--- config.mk ---
export PLATFORM = sky130hd
export DESIGN_NAME = dmem_store_buffer
export DESIGN_NICKNAME = d
export VERILOG_FILES = /design/src/rtl/dmem_pkg.sv /design/src/rtl/sbuf_fifo.sv /design/src/rtl/dmem_store_buffer.sv
export SDC_FILE = /design/constraint.sdc
export NUM_CORES = 1
export LEC_CHECK = 0
export CAP_MARGIN = 10
export CORE_ASPECT_RATIO = 0.6
export CORE_MARGIN = 2
export CORE_UTILIZATION = 34
export CTS_CLUSTER_DIAMETER = 60
export CTS_CLUSTER_SIZE = 8
export DETAILED_ROUTE_END_ITERATION = 7
export SKIP_LAST_GASP = 1
export SLEW_MARGIN = 20
export SYNTH_ARGS = -nofsm -noshare
export SYNTH_HDL_FRONTEND = slang
export SYNTH_SLANG_ARGS = --single-unit
--- constraint.sdc ---
create_clock -name clk -period 8.25 [get_ports clk]
set_input_delay 1.2375 -clock clk [delete_from_list [all_inputs] [get_ports clk]]
set_output_delay 1.2375 -clock clk [all_outputs]
set_load 0.01 [all_outputs]
--- src/rtl/dmem_pkg.sv ---
// Shared types for the data-memory store buffer: FSM states, the buffered
// store entry and the default buffer depth.
package dmem_pkg;

  localparam int SBUF_DEPTH = 4;

  typedef enum logic [1:0] {
    IDLE    = 2'd0,
    ISSUE   = 2'd1,
    WAIT_HI = 2'd2,
    WAIT_LO = 2'd3
  } state_t;

  typedef struct packed {
    logic [31:0] addr;
    logic [31:0] data;
    logic [3:0]  sign_mask;
  } store_entry_t;

endpackage

--- src/rtl/sbuf_fifo.sv ---
// Program-order store FIFO with a per-entry word-address match vector so the
// owner can detect loads that alias a buffered store.
module sbuf_fifo
  import dmem_pkg::*;
#(
  parameter int DEPTH  = SBUF_DEPTH,
  parameter int ADDR_W = 32
) (
  input  logic               clk,
  input  logic               reset,
  input  logic               push,
  input  store_entry_t       push_entry,
  input  logic               pop,
  input  logic [ADDR_W-1:2]  match_word,
  output store_entry_t       head,
  output logic               full,
  output logic               empty,
  output logic [DEPTH-1:0]   match_vec
);

  localparam int PTR_W = $clog2(DEPTH);
  localparam int CNT_W = PTR_W + 1;

  store_entry_t     mem [DEPTH];
  logic [PTR_W-1:0] wr_ptr;
  logic [PTR_W-1:0] rd_ptr;
  logic [CNT_W-1:0] count;
  logic [PTR_W-1:0] slot_off [DEPTH];
  logic             push_ok;
  logic             pop_ok;

  assign full    = (count == CNT_W'(DEPTH));
  assign empty   = (count == '0);
  // A push into a full buffer is legal only when the head retires on the same edge.
  assign push_ok = push && (!full || pop);
  assign pop_ok  = pop && !empty;
  assign head    = mem[rd_ptr];

  always_ff @(posedge clk) begin
    if (reset) begin
      wr_ptr <= '0;
      rd_ptr <= '0;
      count  <= '0;
    end else begin
      if (push_ok) wr_ptr <= wr_ptr + 1'b1;
      if (pop_ok)  rd_ptr <= rd_ptr + 1'b1;
      case ({push_ok, pop_ok})
        2'b10:   count <= count + 1'b1;
        2'b01:   count <= count - 1'b1;
        default: count <= count;
      endcase
    end
  end

  // NOTE: entry storage carries no reset; occupancy is tracked by count alone,
  // so stale slots are never observed and the array maps onto plain registers/RAM.
  always_ff @(posedge clk) begin
    if (push_ok) mem[wr_ptr] <= push_entry;
  end

  // NOTE: every always_comb output is given a default before any conditional
  // logic so no path can infer a latch.
  always_comb begin
    match_vec = '0;
    for (int i = 0; i < DEPTH; i++) begin
      slot_off[i]  = PTR_W'(i) - rd_ptr;
      match_vec[i] = ({1'b0, slot_off[i]} < count) &&
                     (mem[i].addr[ADDR_W-1:2] == match_word);
    end
  end

endmodule

--- src/rtl/dmem_store_buffer.sv ---
// Store buffer between the pipeline and the data cache; loads take priority
// over draining stores. Define STORE_BUF_BYPASS_EN to let non-aliasing loads
// overtake buffered stores.
module dmem_store_buffer
  import dmem_pkg::*;
#(
  parameter int DEPTH  = SBUF_DEPTH,
  parameter int ADDR_W = 32
) (
  input  logic        clk,
  input  logic        reset,
  input  logic [31:0] cpu_addr,
  input  logic [31:0] cpu_write_data,
  input  logic        cpu_memwrite,
  input  logic        cpu_memread,
  input  logic [3:0]  cpu_sign_mask,
  output logic [31:0] cpu_read_data,
  output logic        cpu_stall,
  output logic [31:0] cache_addr,
  output logic [31:0] cache_write_data,
  output logic        cache_memwrite,
  output logic        cache_memread,
  output logic [3:0]  cache_sign_mask,
  input  logic [31:0] cache_read_data,
  input  logic        cache_stall
);

`ifdef STORE_BUF_BYPASS_EN
  localparam bit BYPASS = 1'b1;
`else
  localparam bit BYPASS = 1'b0;
`endif

  state_t           state;
  logic             is_load;
  logic             load_done;
  store_entry_t     head;
  store_entry_t     push_entry;
  logic             full;
  logic             empty;
  logic [DEPTH-1:0] match_vec;
  logic             pop_now;
  logic             push;
  logic             load_ok;
  logic             load_go;

  assign push_entry = '{addr: cpu_addr, data: cpu_write_data, sign_mask: cpu_sign_mask};
  assign pop_now    = (state == WAIT_LO) && !cache_stall && !is_load;
  assign push       = cpu_memwrite && (!full || pop_now);
  // An empty buffer never matches, so the non-bypass case reduces to "empty".
  assign load_ok    = ~|match_vec && (BYPASS || empty);
  // load_done marks the cycle after capture, where the served load is still presented.
  assign load_go    = cpu_memread && !load_done && load_ok;
  assign cpu_stall  = (cpu_memread && !load_done) || (cpu_memwrite && full && !pop_now);

  sbuf_fifo #(.DEPTH(DEPTH), .ADDR_W(ADDR_W)) u_fifo (
    .clk        (clk),
    .reset      (reset),
    .push       (push),
    .push_entry (push_entry),
    .pop        (pop_now),
    .match_word (cpu_addr[ADDR_W-1:2]),
    .head       (head),
    .full       (full),
    .empty      (empty),
    .match_vec  (match_vec)
  );

  // NOTE: all state here is sequential and uses non-blocking assignments so
  // every register samples pre-edge values regardless of statement order.
  always_ff @(posedge clk) begin
    if (reset) begin
      state            <= IDLE;
      is_load          <= 1'b0;
      load_done        <= 1'b0;
      cpu_read_data    <= '0;
      cache_addr       <= '0;
      cache_write_data <= '0;
      cache_sign_mask  <= '0;
      cache_memwrite   <= 1'b0;
      cache_memread    <= 1'b0;
    end else begin
      load_done <= 1'b0;
      case (state)
        IDLE: begin
          if (load_go) begin
            state            <= ISSUE;
            is_load          <= 1'b1;
            cache_memread    <= 1'b1;
            cache_addr       <= cpu_addr;
            cache_write_data <= '0;
            cache_sign_mask  <= cpu_sign_mask;
          end else if (!empty) begin
            state            <= ISSUE;
            is_load          <= 1'b0;
            cache_memwrite   <= 1'b1;
            cache_addr       <= head.addr;
            cache_write_data <= head.data;
            cache_sign_mask  <= head.sign_mask;
          end
        end
        ISSUE: begin
          cache_memread  <= 1'b0;
          cache_memwrite <= 1'b0;
          state          <= WAIT_HI;
        end
        WAIT_HI: begin
          if (cache_stall) state <= WAIT_LO;
        end
        WAIT_LO: begin
          if (!cache_stall) begin
            state <= IDLE;
            if (is_load) begin
              cpu_read_data <= cache_read_data;
              load_done     <= 1'b1;
            end
          end
        end
        default: state <= IDLE;
      endcase
    end
  end

endmodule
==> impl_metrics.py, run 1 <==
metrics = {
    "yosys": {
        "synth_top_area_cell": "edfxtp_1",
        "syn_nets": 1233,
        "synthTopCellsByArea": "edfxtp_1 (50%), dfxtp_1 (14%), mux4_2 (9.4%)",
        "syn-instance-count": 1114,
        "synth_top_cell_area_share": 0.502,
        "syn_area_mm2": 0.0163,
        "synth-seq-cells": 387,
        "synth_edf_count": 272,
        "post_synth.cell_area_avg_um2": 14.6,
        "synth_top_flop_cell": "edfxtp_1",
        "synthArstFlopShare": 0,
        "yosysWarningCount": 0,
        "synth_seq_area_share": 0.644,
        "ys_types": 42,
    },
    "clock_tree": {
        "cts_buffer_depth": 3,
        "ctsHoldBuffers": 0,
        "cts_tree": "done",
        "root_buffer": "clkbuf_16",
        "htree_levels": 2,
        "numCtsBuffers": 54,
        "cts-resized-gates": 0,
        "cts_setup_buffers": 0,
        "worstSkewPairLatency_ns": 0.59,
        "clk_pin_slew_ns": 0.05,
        "clock_sinks": 387,
    },
    "sta": {
        "final_hold_viol_count": 0,
        "slew_headroom": 0.257,
        "worst_slew_pin_slew_ns": 1.11,
        "finalSetupViolCount": 0,
        "rsz0062_at_grt": "no",
        "tns_ns": 0,
        "period_needed_ns": 4.21,
        "period_share": 0.510,
        "finalMaxSlewViolations": 0,
        "fmax_ghz": 0.238,
        "fin_skew_ns": 0.0505,
    },
    "floorplanning": {
        "rows": 62,
        "die_x_um": 286,
        "dieArea_mm2": 0.0496,
        "num_io_pins": 208,
        "die_y_um": 173,
        "design.core.area_mm2": 0.0476,
        "initial_core_util": 0.342,
    },
    "critical_path": {
        "cp.arrival_ns": 4.70,
        "start_kind": "input pin",
        "critPathMaxFanout": 58,
        "slowest_delay_ns": 0.90,
        "end_kind": "flip-flop",
        "crit_required_ns": 8.74,
        "slowest_stage": "buf_4",
        "reg2reg_depth": 5,
        "path_cells": "clkdlybuf4s50_1, xor2_1, nor4_1, nand4_1, a211oi_2, and4_1, o31ai_4, buf_4, o221a_2",
        "crit_type": "in2reg",
    },
    "status": {
        "status": "complete, no violations",
    },
    "layout": {
        "final_cell_mix": "edfxtp_1 (272), clkdlybuf4s50_1 (206), dfxtp_1 (113)",
        "fin_nets": 1421,
        "syn2layout_area_growth_pct": 25.7,
        "layout-drive-gt1-share": 0.154,
        "final_common_cell": "edfxtp_1",
        "fillers": 4255,
        "final_cells": 1986,
    },
    "power_and_ir_drop": {
        "leakage_nw": 6.49,
        "power_frac_seq": 0.440,
        "switchingPower_mw": 1.43,
        "swShare": 0.268,
        "powerDensity_mw_per_mm2": 262,
        "power.share.combinational": 0.175,
        "p_int_mw": 3.92,
        "finalPower_mw": 5.35,
        "irDropWorstVdd_mv": 0.147,
        "p_clk_frac": 0.385,
    },
    "route": {
        "drc": 0,
        "drt-vias-per-instance": 4.87,
        "drt_wl_total_um": 40500,
        "maxUsedRoutingLayer": "met5",
        "wl_met2_um": 18100,
        "drtIter0Drc": 916,
        "dr.pass1.iters": 5,
        "m1WireLength_um": 18900,
        "route.met3.wl_um": 2880,
        "drt.antenna.violating_nets": 0,
        "wire_per_inst_um": 20.4,
        "vias": 9670,
    },
    "global_routing": {
        "grt_pass1_vias": 9778,
        "grt_pass1_wl_um": 60800,
        "grt_start_max_net_pins": 63,
        "antenna_found_initial": 3,
        "grt_remaining_overflow": 0,
        "grt_usage": 0.161,
    },
    "place": {
        "finalWeightedCongestion": 0.887,
        "dp_hpwl_um": 25900,
        "place_inst": 1886,
        "port_buffers": 207,
    },
    "hold_path": {
        "hold_path_depth": 2,
        "hold_class": "reg2reg",
    },
    "run": {
        "maxCapViolations": 0,
    },
}
-- routing by layer --
metal	vias up	track usage
met5	-	0
met4	4	0.0347
met3	56	0.0445
met2	288	0.244
met1	4850	0.230
li1	4472	-
-- logic make-up after synthesis --
| logic type | Yosys count | synth area share |
|---|---|---|
| adders and majority gates | 14 | 0.0112 |
| AOI/OAI and AO/OA | 127 | 0.0780 |
| xor gates and xnor gates | 126 | 0.0679 |
| buffers and inverters | 139 | 0.0374 |
| and+or+nand+nor | 253 | 0.0673 |
| muxes | 68 | 0.0942 |
| DFF | 387 | 0.644 |
-- worst max-delay path: cells and delay by family --
kind                   cells  cell delay [ns]
AO/OA/AOI/OAI              3             0.96
XOR/XNOR                   1             0.36
buffers and inverters      2             1.59
AND/OR/NAND/NOR            3             0.49
-- Yosys cell counts, types with 2 or more instances --
| cell | n |
|---|---|
| nand2_1 | 104 |
| o21ai_0 | 3 |
| nand3b_1 | 2 |
| edfxtp_1 | 272 |
| a31oi_1 | 2 |
| o31ai_1 | 12 |
| nor3_1 | 5 |
| or3_1 | 2 |
| o31ai_4 | 20 |
| o2111ai_1 | 5 |
| xor2_1 | 25 |
| mux4_2 | 68 |
| clkbuf_1 | 33 |
| nand4_1 | 24 |
| o221a_2 | 36 |
| buf_8 | 2 |
| a21oi_1 | 43 |
| buf_2 | 42 |
| ha_1 | 13 |
| nand3_1 | 6 |
| nor2_1 | 92 |
| dfxtp_1 | 115 |
| nor4_1 | 7 |
| and4_1 | 2 |
| and2_1 | 4 |
| buf_1 | 6 |
| xnor2_1 | 101 |
| inv_1 | 54 |
-- registers in the layout, summed over array words and instances (netlist names), named ones only --
name and flops:
cache_addr 32, cache_memread 1, cache_memwrite 1, cache_sign_mask 4, cache_write_data 32, cpu_read_data 32
is_load 1, load_done 1, state 2, u_fifo.count 3, u_fifo.mem 272, u_fifo.rd_ptr 2
u_fifo.wr_ptr 2
-- area by class of cell --
class | count | area, um^2 | area share
diodes | 1 | 2.50 | 0.000122
flip-flops and latches | 387 | 10500 | 0.513
clock buffers | 95 | 1520 | 0.0742
multi-input cells | 588 | 5210 | 0.255
inverters | 54 | 203 | 0.00992
clock inverters | 4 | 73.8 | 0.00361
well taps | 640 | 801 | 0.0392
repair buffers | 217 | 2150 | 0.105
-- metrics by stage --
step / instance area [um^2] / hold WS, ns / util / setup slack (ns)
floorplan: 16300 / 0.453 / - / 4.04
global placement: 18800 / 0.442 / 0.396 / 3.45
detailed placement: 18800 / 0.446 / 0.396 / 3.45
CTS: 20400 / 0.453 / 0.430 / 4.02
global route: 20400 / 0.471 / 0.430 / 3.85
finish: 20400 / 0.451 / 0.430 / 4.04
-- power groups by stage --
stage	sequential, mW	clock [mW]	combinational (mW)
floorplan	2.41	0	0.511
global placement	2.39	0	0.939
detailed placement	2.39	0	0.948
CTS	2.36	2.11	0.952
global route	2.37	2.19	1.01
finish	2.36	2.06	0.935
-- final timing paths --
kind	endpoint	slack [ns]	from
worst max-delay path	cache_addr[3]	4.04	cpu_addr[5]
worst min-delay path	cpu_read_data[12]	0.45	cpu_read_data[12]
worst max register to register	u_fifo.mem[3][53]	4.87	state[0]
worst min register to register	cpu_read_data[12]	0.45	cpu_read_data[12]
No activity file was read; power rests on OpenSTA's default activity.
==> run 2, diff against run 1 <==
clock period = 3.97 ns   (was 8.25 ns; I/O delays follow)
==> run 2 against run 1 <==
Net effect: final cell count up 1.5%; cell area is 1.9% higher; via count up 3.0%; combinational power up 120%; core utilization up 0.80 points; total power increased by 110%; die area did not move; non-clock buffer count up 26; critical endpoint is now cpu_stall; largest power group unchanged.
==> impl_metrics.py, run 2 (same netlist as run 1, synthesis figures left out) <==
metrics = {
    "status": {
        "status": "complete, no violations",
    },
    "route": {
        "vias": 9958,
        "wire_per_inst_um": 21.1,
        "drtIter0Drc": 865,
        "dr.pass1.iters": 5,
        "m1WireLength_um": 19500,
        "drt.antenna.violating_nets": 0,
        "wl_met2_um": 19000,
        "maxUsedRoutingLayer": "met5",
        "route.met3.wl_um": 3120,
        "drc": 0,
        "drt-vias-per-instance": 4.94,
        "drt_wl_total_um": 42400,
    },
    "critical_path": {
        "start_kind": "flip-flop",
        "end_kind": "primary output",
        "critPathMaxFanout": 4,
        "crit_type": "reg2out",
        "cp.arrival_ns": 2.37,
        "crit_required_ns": 3.37,
    },
    "layout": {
        "final_cells": 2015,
        "fillers": 4233,
        "fin_nets": 1448,
        "final_common_cell": "edfxtp_1",
        "final_cell_mix": "edfxtp_1 (272), clkdlybuf4s50_1 (206), dfxtp_1 (113)",
        "layout-drive-gt1-share": 0.171,
        "syn2layout_area_growth_pct": 28.0,
        "largest_register": "u_fifo.mem",
        "seq_area_mm2": 0.0105,
        "multiInputGateArea_mm2": 0.00521,
        "largest_reg_flops": 272,
    },
    "power_and_ir_drop": {
        "finalPower_mw": 11.4,
        "irDropWorstVdd_mv": 0.325,
        "powerDensity_mw_per_mm2": 547,
        "leakage_nw": 6.68,
    },
    "clock_tree": {
        "cts_buffer_depth": 3,
        "ctsHoldBuffers": 0,
        "cts-resized-gates": 0,
        "clock_sinks": 387,
        "cts_setup_buffers": 0,
        "htree_levels": 2,
        "root_buffer": "clkbuf_16",
        "cts_tree": "done",
        "numCtsBuffers": 55,
        "worstSkewPairLatency_ns": 0.60,
        "clk_pin_slew_ns": 0.06,
    },
    "sta": {
        "period_share": 0.746,
        "rsz0062_at_grt": "no",
        "worst_slew_pin_slew_ns": 0.952,
        "tns_ns": 0,
        "finalMaxSlewViolations": 0,
        "final_hold_viol_count": 0,
        "fin_skew_ns": 0.0538,
        "period_needed_ns": 2.96,
        "fin_ws_ns": 1.01,
        "fmax_ghz": 0.338,
        "slew_headroom": 0.365,
        "finalSetupViolCount": 0,
        "holdWs_ns": 0.450,
    },
    "floorplanning": {
        "initial_core_util": 0.342,
        "rows": 62,
        "dieArea_mm2": 0.0496,
        "die_y_um": 173,
        "num_io_pins": 208,
        "die_x_um": 286,
        "design.core.area_mm2": 0.0476,
    },
    "hold_path": {
        "hold_class": "reg2reg",
    },
    "place": {
        "pre_cts_slack_ns": 0.698,
        "port_buffers": 207,
        "dp_hpwl_um": 27900,
        "finalWeightedCongestion": 0.855,
        "place_inst": 1912,
    },
    "global_routing": {
        "grt_usage": 0.169,
        "antenna_found_initial": 2,
        "grt_pass1_vias": 10077,
        "grt_remaining_overflow": 0,
        "grt_pass1_wl_um": 63800,
        "grt_start_max_net_pins": 97,
    },
    "run": {
        "maxCapViolations": 0,
    },
}
## run 2: layout make-up
class / instances / share of cell area
diodes: 1 / 0.000120
clock buffers: 97 / 0.0747
clock inverters: 5 / 0.00445
inverters: 54 / 0.00974
multi-input cells: 588 / 0.250
flip-flops and latches: 387 / 0.503
well taps: 640 / 0.0385
repair buffers: 243 / 0.119
## run 2: worst paths after layout
kind                                   startpoint                end  slack (ns)  cells past startpoint
worst min-delay path            cpu_read_data[24]  cpu_read_data[24]        0.45                      2
worst max-delay path                     state[1]          cpu_stall        1.01                      5
worst max register to register           state[1]    u_fifo.count[2]        1.19                      9
worst min register to register  cpu_read_data[24]  cpu_read_data[24]        0.45                      2
## run 2: routing by layer
layer / up-vias / GRT usage
met5: - / 0
met4: 2 / 0.0358
met3: 57 / 0.0399
met2: 330 / 0.257
met1: 5022 / 0.247
li1: 4547 / -
## run 2: power by group
part / internal (mW) / total (mW) / switching [mW] / leakage [nW]
logic: 0.947 / 2.07 / 1.12 / 2.46
registers: 4.69 / 4.91 / 0.216 / 3.44
clock network: 2.65 / 4.41 / 1.77 / 0.775
total: 8.29 / 11.4 / 3.10 / 6.68
## run 2: per-stage QoR
| stage | instance area (um^2) | util |
|---|---|---|
| floorplan | 16300 | - |
| global placement | 19200 | 0.403 |
| detailed placement | 19200 | 0.403 |
| CTS | 20800 | 0.438 |
| global route | 20800 | 0.438 |
| finish | 20800 | 0.438 |
## run 2: critical path, cell delays in order (launching register included)
cell	delay [ns]
dfxtp_1	0.40
ha_1	0.23
or3b_2	0.50
nand3_1	0.10
o22ai_1	0.08
clkdlybuf4s50_1	0.50
==> run 3, diff against run 2 <==
clock period = 2.5 ns   (was 3.97 ns; I/O delays follow)
==> run 3 against run 2 <==
Net effect: sequential power is 58% higher; combinational power increased by 75%; hold slack worse by 0.21 ns; final cell count is 4.2% higher; sequential share of layout area down 1.9 points; core utilization up 1.7 points; total power is 60% higher; non-clock buffer count up 88; register-to-register slack worse by 1.1 ns; first-iteration DRC count shrank 9.2%; cell area grew 3.9%; critical path type is now reg2reg.
==> impl_metrics.py, run 3 (same netlist as run 1, synthesis figures left out) <==
metrics = {
    "status": {
        "status": "complete, no violations",
    },
    "layout": {
        "syn2layout_area_growth_pct": 33.0,
        "largest_register": "u_fifo.mem",
        "largest_reg_flops": 272,
        "fin_nets": 1535,
        "final_cell_mix": "edfxtp_1 (272), clkdlybuf4s50_1 (205), dfxtp_1 (113)",
        "layout-drive-gt1-share": 0.223,
        "fillers": 4231,
        "final_common_cell": "edfxtp_1",
        "num_antenna_cells": 0,
        "fin_util": 0.455,
    },
    "critical_path": {
        "crit_required_ns": 2.94,
        "start_kind": "flip-flop",
        "crit_type": "reg2reg",
        "reg2reg_to": "cache_addr[10]",
        "critPathMaxFanout": 32,
        "rrSetupSlack_ns": 0.06,
        "reg2reg_depth": 8,
        "cp.arrival_ns": 2.88,
        "r2r-start": "u_fifo.mem[3][49]",
        "end_kind": "flip-flop",
    },
    "route": {
        "drtIter0Drc": 785,
        "wire_per_inst_um": 20.7,
        "dr.pass1.iters": 5,
        "drt-vias-per-instance": 4.87,
        "drt_wl_total_um": 43600,
        "drt.antenna.violating_nets": 0,
        "drc": 0,
        "vias": 10229,
    },
    "global_routing": {
        "grt_pass1_vias": 10488,
        "antenna_found_initial": 1,
        "grt_start_max_net_pins": 34,
        "grt_usage": 0.176,
        "grt_pass1_wl_um": 66200,
        "grt_remaining_overflow": 0,
    },
    "place": {
        "dp_hpwl_um": 29700,
        "port_buffers": 207,
        "finalWeightedCongestion": 0.841,
    },
    "floorplanning": {
        "die_y_um": 173,
        "design.core.area_mm2": 0.0476,
        "rows": 62,
        "initial_core_util": 0.342,
        "num_io_pins": 208,
        "dieArea_mm2": 0.0496,
        "die_x_um": 286,
    },
    "power_and_ir_drop": {
        "leakage_nw": 7.15,
        "powerDensity_mw_per_mm2": 844,
        "finalPower_mw": 18.2,
        "irDropWorstVdd_mv": 0.486,
    },
    "clock_tree": {
        "htree_levels": 2,
        "cts_buffer_depth": 3,
        "clk_pin_slew_ns": 0.06,
        "numCtsBuffers": 54,
        "cts_tree": "done",
        "root_buffer": "clkbuf_16",
        "clock_sinks": 387,
        "worstSkewPairLatency_ns": 0.60,
    },
    "sta": {
        "period_share": 0.977,
        "worst_slew_pin_slew_ns": 0.536,
        "slew_headroom": 0.642,
        "final_hold_viol_count": 0,
        "finalMaxSlewViolations": 0,
        "finalSetupViolCount": 0,
        "tns_ns": 0,
        "fmax_ghz": 0.409,
        "fin_skew_ns": 0.0514,
        "period_needed_ns": 2.44,
        "rsz0062_at_grt": "yes",
    },
    "hold_path": {
        "hold_class": "in2reg",
        "hp-start": "reset",
        "min_to": "cache_write_data[12]",
        "hold_path_depth": 2,
    },
    "run": {
        "maxCapViolations": 0,
    },
}
[run 3: cell types whose count changed in the layout (fill, tap and decap cells not counted), sizes merged]
| cell | before | now |
|---|---|---|
| buf | 37 | 125 |
| clkbuf | 97 | 96 |
| clkdlybuf4s50 | 206 | 205 |
| clkinv | 3 | 2 |
| clkinvlp | 1 | 0 |
| diode | 1 | 0 |
| dlygate4sd2 | 0 | 1 |
[run 3: what timing repair did]
item | CTS | global route
cloned | 0 | 0
hold buffers | 0 | 0
endpoints found under the setup margin | 71 | 54
pin swaps | 0 | 1
gates resized for setup | 5 | 6
setup buffers | 0 | 1
[run 3: metrics by stage]
step                      instance area (um^2)  hold WS (ns)  setup WS [ns]  instances
after detailed placement                 20000         0.446         -0.663       2000
final                                    21600         0.242         0.0565       2099
after global routing                     21600         0.226        -0.0209       2099
after global placement                   20000         0.442         -0.632       2000
after CTS                                21600         0.220         0.0160       2099
after floorplan                          16300         0.453         -0.243       1114
[run 3: layer usage]
layer	global-route usage	share of wire	vias up
li1	-	-	4701
met2	0.271	0.46	300
met1	0.249	0.45	5186
met4	0.0305	0.011	0
met3	0.0525	0.081	42
met5	0	0	-
[run 3: power breakdown]
part	internal (mW)	total [mW]	leakage, nW	switching, mW
combinational	1.75	3.62	2.96	1.87
sequential	7.45	7.78	3.44	0.324
clock	4.08	6.84	0.748	2.76
[run 3: final cells by class]
cell class                      instances  area, um^2  area share
Timing Repair Buffer                  331        3280       0.152
Tap cell                              640         801      0.0370
Clock inverter                          3        68.8     0.00318
Inverter                               54         203     0.00938
Clock buffer                           96        1520      0.0703
Sequential cell                       387       10500       0.485
Multi-Input combinational cell        588        5270       0.244
[run 3: worst max-delay path by stage]
stage                      startpoint                 end  slack [ns]  cells past startpoint
floorplan                    state[0]    u_fifo.mem[0][0]       -0.24                      4
global placement         cpu_addr[17]       cache_addr[1]       -0.63                     10
detailed placement       cpu_addr[30]  cache_sign_mask[1]       -0.66                      9
CTS                 u_fifo.mem[3][66]      cache_addr[12]        0.02                      8
global route        u_fifo.mem[3][49]      cache_addr[15]       -0.02                      8
finish              u_fifo.mem[3][49]      cache_addr[10]        0.06                      8
[run 3: critical path, stage by stage (launching register included)]
cell and delay, ns:
edfxtp_1 0.40, xor2_1 0.19, nor4_4 0.42, nand4_1 0.17
a211oi_2 0.22, and4_4 0.27, o31ai_4 0.12, buf_12 0.20
o221a_2 0.26
